File: src/rtl/hopfield_update_pkg.sv
// rtl/hopfield_update_pkg.sv - shared constants, state type and load helper for hopfield_update
package hopfield_update_pkg;

  localparam int N_NEURONS = 20;
  localparam int W_WIDTH   = 10;
  localparam int X_WIDTH   = 2;
  localparam int X_BITS    = N_NEURONS * X_WIDTH;
  localparam int IDX_W     = 5;

  localparam logic [X_WIDTH-1:0] NEURON_POS = 2'b01;
  localparam logic [X_WIDTH-1:0] NEURON_NEG = 2'b11;

  typedef enum logic [1:0] {
    IDLE,
    FETCH,
    EVAL,
    DONE
  } state_t;

  // Only the sign bit of each raw neuron field matters; the low bit is rebuilt.
  function automatic logic [X_BITS-1:0] normalise(input logic [X_BITS-1:0] raw);
    logic [X_BITS-1:0] r;
    r = '0;
    for (int j = 0; j < N_NEURONS; j++) begin
      r[j*X_WIDTH +: X_WIDTH] = raw[j*X_WIDTH+1] ? NEURON_NEG : NEURON_POS;
    end
    return r;
  endfunction

endpackage

File: src/rtl/hopfield_update.sv
// rtl/hopfield_update.sv - asynchronous Hopfield recall sequencer
// Fetches one weight row per neuron, updates that neuron from y, repeats sweeps until stable or limit.
module hopfield_update
  import hopfield_update_pkg::*;
(
  input  logic               clk,
  input  logic               rst,
  input  logic               start,
  input  logic [X_BITS-1:0]  init_state,
  input  logic [7:0]         max_sweeps,
  output logic               row_req,
  output logic [IDX_W-1:0]   row_idx,
  input  logic               row_valid,
  output logic [X_BITS-1:0]  xalt_packed,
  input  logic [W_WIDTH-1:0] y,
  output logic               busy,
  output logic               done,
  output logic               converged,
  output logic [7:0]         sweep_cnt
);

  state_t             state_q, state_d;
  logic [X_BITS-1:0]  x_q, x_d;
  logic [IDX_W-1:0]   idx_q, idx_d;
  logic [7:0]         sweep_q, sweep_d;
  logic [7:0]         limit_q, limit_d;
  logic               change_q, change_d;
  logic               conv_q, conv_d;

  logic [X_WIDTH-1:0] cur_val;
  logic [X_WIDTH-1:0] new_val;
  logic               chg_any;
  logic [7:0]         sweep_inc;

  always_comb begin
    state_d  = state_q;
    x_d      = x_q;
    idx_d    = idx_q;
    sweep_d  = sweep_q;
    limit_d  = limit_q;
    change_d = change_q;
    conv_d   = conv_q;

    cur_val   = x_q[int'(idx_q)*X_WIDTH +: X_WIDTH];
    // y is plain 10-bit two's complement; zero leaves the neuron untouched.
    if (y == '0) begin
      new_val = cur_val;
    end else if (y[W_WIDTH-1]) begin
      new_val = NEURON_NEG;
    end else begin
      new_val = NEURON_POS;
    end
    chg_any   = change_q | (new_val != cur_val);
    sweep_inc = sweep_q + 8'd1;

    case (state_q)
      IDLE: begin
        if (start) begin
          x_d      = normalise(init_state);
          limit_d  = (max_sweeps == 8'd0) ? 8'd1 : max_sweeps;
          idx_d    = '0;
          sweep_d  = '0;
          change_d = 1'b0;
          conv_d   = 1'b0;
          state_d  = FETCH;
        end
      end
      FETCH: begin
        if (row_valid) begin
          state_d = EVAL;
        end
      end
      EVAL: begin
        x_d[int'(idx_q)*X_WIDTH +: X_WIDTH] = new_val;
        change_d = chg_any;
        if (idx_q == IDX_W'(N_NEURONS - 1)) begin
          sweep_d = sweep_inc;
          if (!chg_any) begin
            conv_d  = 1'b1;
            state_d = DONE;
          end else if (sweep_inc == limit_q) begin
            conv_d  = 1'b0;
            state_d = DONE;
          end else begin
            idx_d    = '0;
            change_d = 1'b0;
            state_d  = FETCH;
          end
        end else begin
          idx_d   = idx_q + IDX_W'(1);
          state_d = FETCH;
        end
      end
      DONE: begin
        state_d = IDLE;
      end
      default: begin
        state_d = IDLE;
      end
    endcase
  end

  always_ff @(posedge clk or posedge rst) begin
    if (rst) begin
      state_q  <= IDLE;
      x_q      <= {N_NEURONS{NEURON_POS}};
      idx_q    <= '0;
      sweep_q  <= '0;
      limit_q  <= 8'd1;
      change_q <= 1'b0;
      conv_q   <= 1'b0;
    end else begin
      state_q  <= state_d;
      x_q      <= x_d;
      idx_q    <= idx_d;
      sweep_q  <= sweep_d;
      limit_q  <= limit_d;
      change_q <= change_d;
      conv_q   <= conv_d;
    end
  end

  assign row_req     = (state_q == FETCH);
  assign row_idx     = idx_q;
  assign xalt_packed = x_q;
  assign busy        = (state_q != IDLE);
  assign done        = (state_q == DONE);
  assign converged   = conv_q;
  assign sweep_cnt   = sweep_q;

endmodule

File: config.mk
export PLATFORM = sky130hd
export DESIGN_NAME = hopfield_update
export DESIGN_NICKNAME = d
export VERILOG_FILES = /design/src/rtl/hopfield_update_pkg.sv /design/src/rtl/hopfield_update.sv
export SDC_FILE = /design/constraint.sdc
export NUM_CORES = 1
export LEC_CHECK = 0
export BUFFER_PORTS_ARGS = -buffer_cell sky130_fd_sc_hd__clkbuf_2
export CAP_MARGIN = 20
export CORE_UTILIZATION = 25
export CTS_CLUSTER_SIZE = 12
export DETAILED_ROUTE_END_ITERATION = 7
export SLEW_MARGIN = 15
export SYNTH_ARGS = -nofsm -noshare
export SYNTH_HDL_FRONTEND = slang
export SYNTH_SLANG_ARGS = --single-unit
File: constraint.sdc
create_clock -name clk -period 3.38 [get_ports clk]
set_input_delay 0.169 -clock clk [delete_from_list [all_inputs] [get_ports clk]]
set_output_delay 0.169 -clock clk [all_outputs]
set_load 0.005 [all_outputs]
==> results by group <==
Global routing
  • Total GRT Usage: 16.1%
  • Antenna violations before repair: 0
  • Largest net degree at the start of global routing: 44
  • Vias in the first global route: 3,652
  • GRT overflow: 0
  • First-pass GRT wire length: 19,700 um

Critical path
  • Worst-path fanout max: 12
  • Critical Path Start Type: register
  • Worst reg2reg path endpoint: xalt_packed[25]$_DFFE_PP0P_
  • CP Capture Type: register
  • Required time worst endpoint: 3.63 ns
  • Worst Path Arrival: ~3.1 ns
  • Kind of critical path: register to register
  • R2r worst-path depth: 9
  • FF-to-FF setup slack: 0.49 ns
  • Worst R2R Start: row_idx[3]$_DFFE_PP0P_

Clocking
  • Post-CTS Hold Buffers: 0
  • Postcts setup bufs: 0
  • CTS clk-pin slew, worst paths: 0.07 ns
  • CTS max path bufs: 2
  • CTS root buffer: clkbuf_16
  • Clk sink count: 65
  • Post-CTS Resized: 0
  • Clk Latency, worst-skew pair: 0.34 ns
  • CTS tree: yes
  • Total CTS buffers: 9
  • CTS H-tree lvls: 3

Run status
  • Outcome: complete, no violations

Routing
  • Initial DRC Count: 228
  • DR vias: 3,696
  • Routed len/inst: 17.3 um
  • Vias per inst: roughly 5.2
  • Post-DRT Antenna Nets: 0
  • First-pass iteration count of the detailed router: 5
  • DRC viols: 0
  • Top layer in use: met4
  • Met3 WL: 639 um
  • DRT met1 WL: 5650 um
  • Metal2 WL: 5960 um
  • Total Wirelength: 12,400 um

STA
  • Slew Limit Fails: 0
  • Final Hold Fails: 0
  • Worst Clk Skew: 0.0105 ns
  • Fmax: 346 MHz
  • Part of the cycle the worst path needs: 85.6%
  • Setup TNS: 0 ns
  • Relative slew margins: about 36%
  • RSZ-0062 raised after global routing: no
  • Slew @ Worst Pin: 0.959 ns
  • Tmin final: 2.89 ns
  • Final setup fails: 0

Power and ir drop
  • Pwr Density: 762 nW/um2
  • Switching share of power: 42.3%
  • Reg power frac: 32.2%
  • Power share of the clock group: 24.4%
  • Max VDD drop: 358 uV
  • Combinational share of power: between 40% and 50%
  • P_leak: between 2 and 2.5 nW
  • Pint: 2.11 mW
  • P_sw: 1.55 mW

Synthesis
  • Post-synth top flop: dfrtp_1
  • FF+latch count, synth: 65
  • Mapped Cells: 428
  • Async SR Flop Fraction: 100%
  • Avg Inst Size Synth: between 9 and 10 um2
  • EDFF count, synth: 0
  • Warnings, synthesis: 0
  • Synth Net Count: between 400 and 500
  • Sequential element share of the synthesized area: a little over two fifths
  • Mapped cell area: 3860 um2
  • Synth cell types: 53

Floorplanning
  • Core area: 15,100 um2
  • Starting density of the core: 25.5%
  • Row count: 45
  • Die Ht: ~130 um
  • Top Ports: 119
  • Die Area: 15,900 um2
  • Die X: 126 um

Final layout
  • Share of cells above drive strength 1: 31.6%
  • Antenna fix cells: 0
  • Commonest non-fill, non-tap cell in the layout: clkbuf_2
  • Area Overhead vs Synth: 24.4%
  • Most frequent cells in the layout: clkbuf_2, nand2_1, dfrtp_1
  • Total Nets Final: ~590
  • Fin cells: a little over 700

Placement
  • Dpl hpwl: 9180 um
  • # port buffers: 98
  • RePlAce Congestion: 0.837
  • Placed insts: 700

Worst hold path
  • HP Class: primary input to async pin

Job
  • Max_cap viols: 0
how the worst max path moves through the flow:
stage,from,to,cells past startpoint
3_5_place_dp,row_idx[3]$_DFFE_PP0P_,xalt_packed[25]$_DFFE_PP0P_,9
2_1_floorplan,row_idx[0]$_DFFE_PP0P_,xalt_packed[17]$_DFFE_PP0P_,13
5_1_grt,row_idx[3]$_DFFE_PP0P_,xalt_packed[25]$_DFFE_PP0P_,9
4_1_cts,row_idx[3]$_DFFE_PP0P_,xalt_packed[25]$_DFFE_PP0P_,9
3_3_place_gp,row_idx[0]$_DFFE_PP0P_,xalt_packed[25]$_DFFE_PP0P_,10
6_report,row_idx[3]$_DFFE_PP0P_,xalt_packed[25]$_DFFE_PP0P_,9
cells in the mapped netlist, types with 3 or more instances:
library cell / count / area share (%)
clkbuf_1: 13 / 1.3
xnor2_1: 7 / 1.6
nor2_1: 30 / 2.9
nor3b_1: 3 / 0.58
nor4_1: 3 / 0.49
o311ai_0: 5 / 1.1
a211oi_2: 8 / 2.6
inv_1: 9 / 0.87
nor2b_1: 6 / 0.97
a211oi_1: 10 / 1.9
mux2i_1: 10 / 2.6
mux4_2: 6 / 3.5
dfrtp_1: 44 / 29
a21oi_1: 34 / 4.4
o22ai_1: 3 / 0.49
and2_1: 7 / 1.1
xor2_1: 4 / 0.91
buf_6: 3 / 0.87
nor3_1: 34 / 4.4
o21ai_0: 27 / 3.5
and3_1: 5 / 0.81
ha_1: 4 / 1.3
buf_4: 4 / 0.78
nand2b_1: 7 / 1.1
nand3_1: 12 / 1.6
o211ai_1: 8 / 1.6
nand2_1: 65 / 6.3
nand4_1: 3 / 0.49
dfstp_2: 21 / 14
cell type report:
type	instances	area, um2
repair buffers	108	566
fillers	1571	10300
well taps	188	235
clock inverters	7	61.3
clock buffers	9	225
flip-flops and latches	65	1650
multi-input cells	330	2030
inverters	9	33.8
critical path, cell delays in order, from the launching register on:
cell      delay (ns)
dfrtp_1         0.61
nor2_1          0.14
and2_1          0.20
ha_1            0.20
a311oi_1        0.28
and2_1          0.27
nand2_1         0.25
nor3_1          0.54
nor3_1          0.09
a211oi_1        0.23
registers in the layout (all words and copies together), names as in the netlist:
name,flops
xalt_packed,40
change_q,1
sweep_cnt,8
limit_q,8
state_q,2
row_idx,5
converged,1
routing by layer:
layer,track usage (%),vias up
li1,-,1746
met1,21.0,1793
met2,26.3,145
met3,3.40,12
met4,5.88,0
met5,0,-
metrics by stage:
step | util (%) | power, mW | cell area (um2) | hold WS, ns | setup WS [ns]
after floorplan | - | 2.26 | 3860 | 0.274 | 0.672
after global placement | 29.8 | 2.71 | 4520 | 0.382 | 0.714
after detailed placement | 29.8 | 2.76 | 4520 | 0.387 | 0.575
after CTS | 31.7 | 3.67 | 4800 | 0.0285 | 0.572
after global routing | 31.7 | 3.91 | 4800 | 0.0611 | 0.278
final | 31.7 | 3.66 | 4800 | 0.0401 | 0.486
power by group through the flow:
stage / logic, mW / clock network, mW / registers, mW
after floorplan: 1.11 / 0 / 1.15
after global placement: 1.53 / 0 / 1.18
after detailed placement: 1.58 / 0 / 1.19
after CTS: 1.58 / 0.913 / 1.18
after global routing: 1.75 / 0.950 / 1.20
final: 1.59 / 0.893 / 1.18
logic make-up (layout without fill, tap and decap cells):
group                    count (synthesis)  count (layout)  share of synthesized area (%)
adder cells (fa/ha/maj)                  4               4                           1.30
multiplexers                            17              17                           6.38
buffers and inverters                   33             133                           4.67
XOR/XNOR                                11              11                           2.50
AND/OR/NAND/NOR                        181             181                           21.9
AO/OA/AOI/OAI                          117             117                           20.5
flip-flops                              65              65                           42.8
No activity file was read; power rests on OpenSTA's default activity.
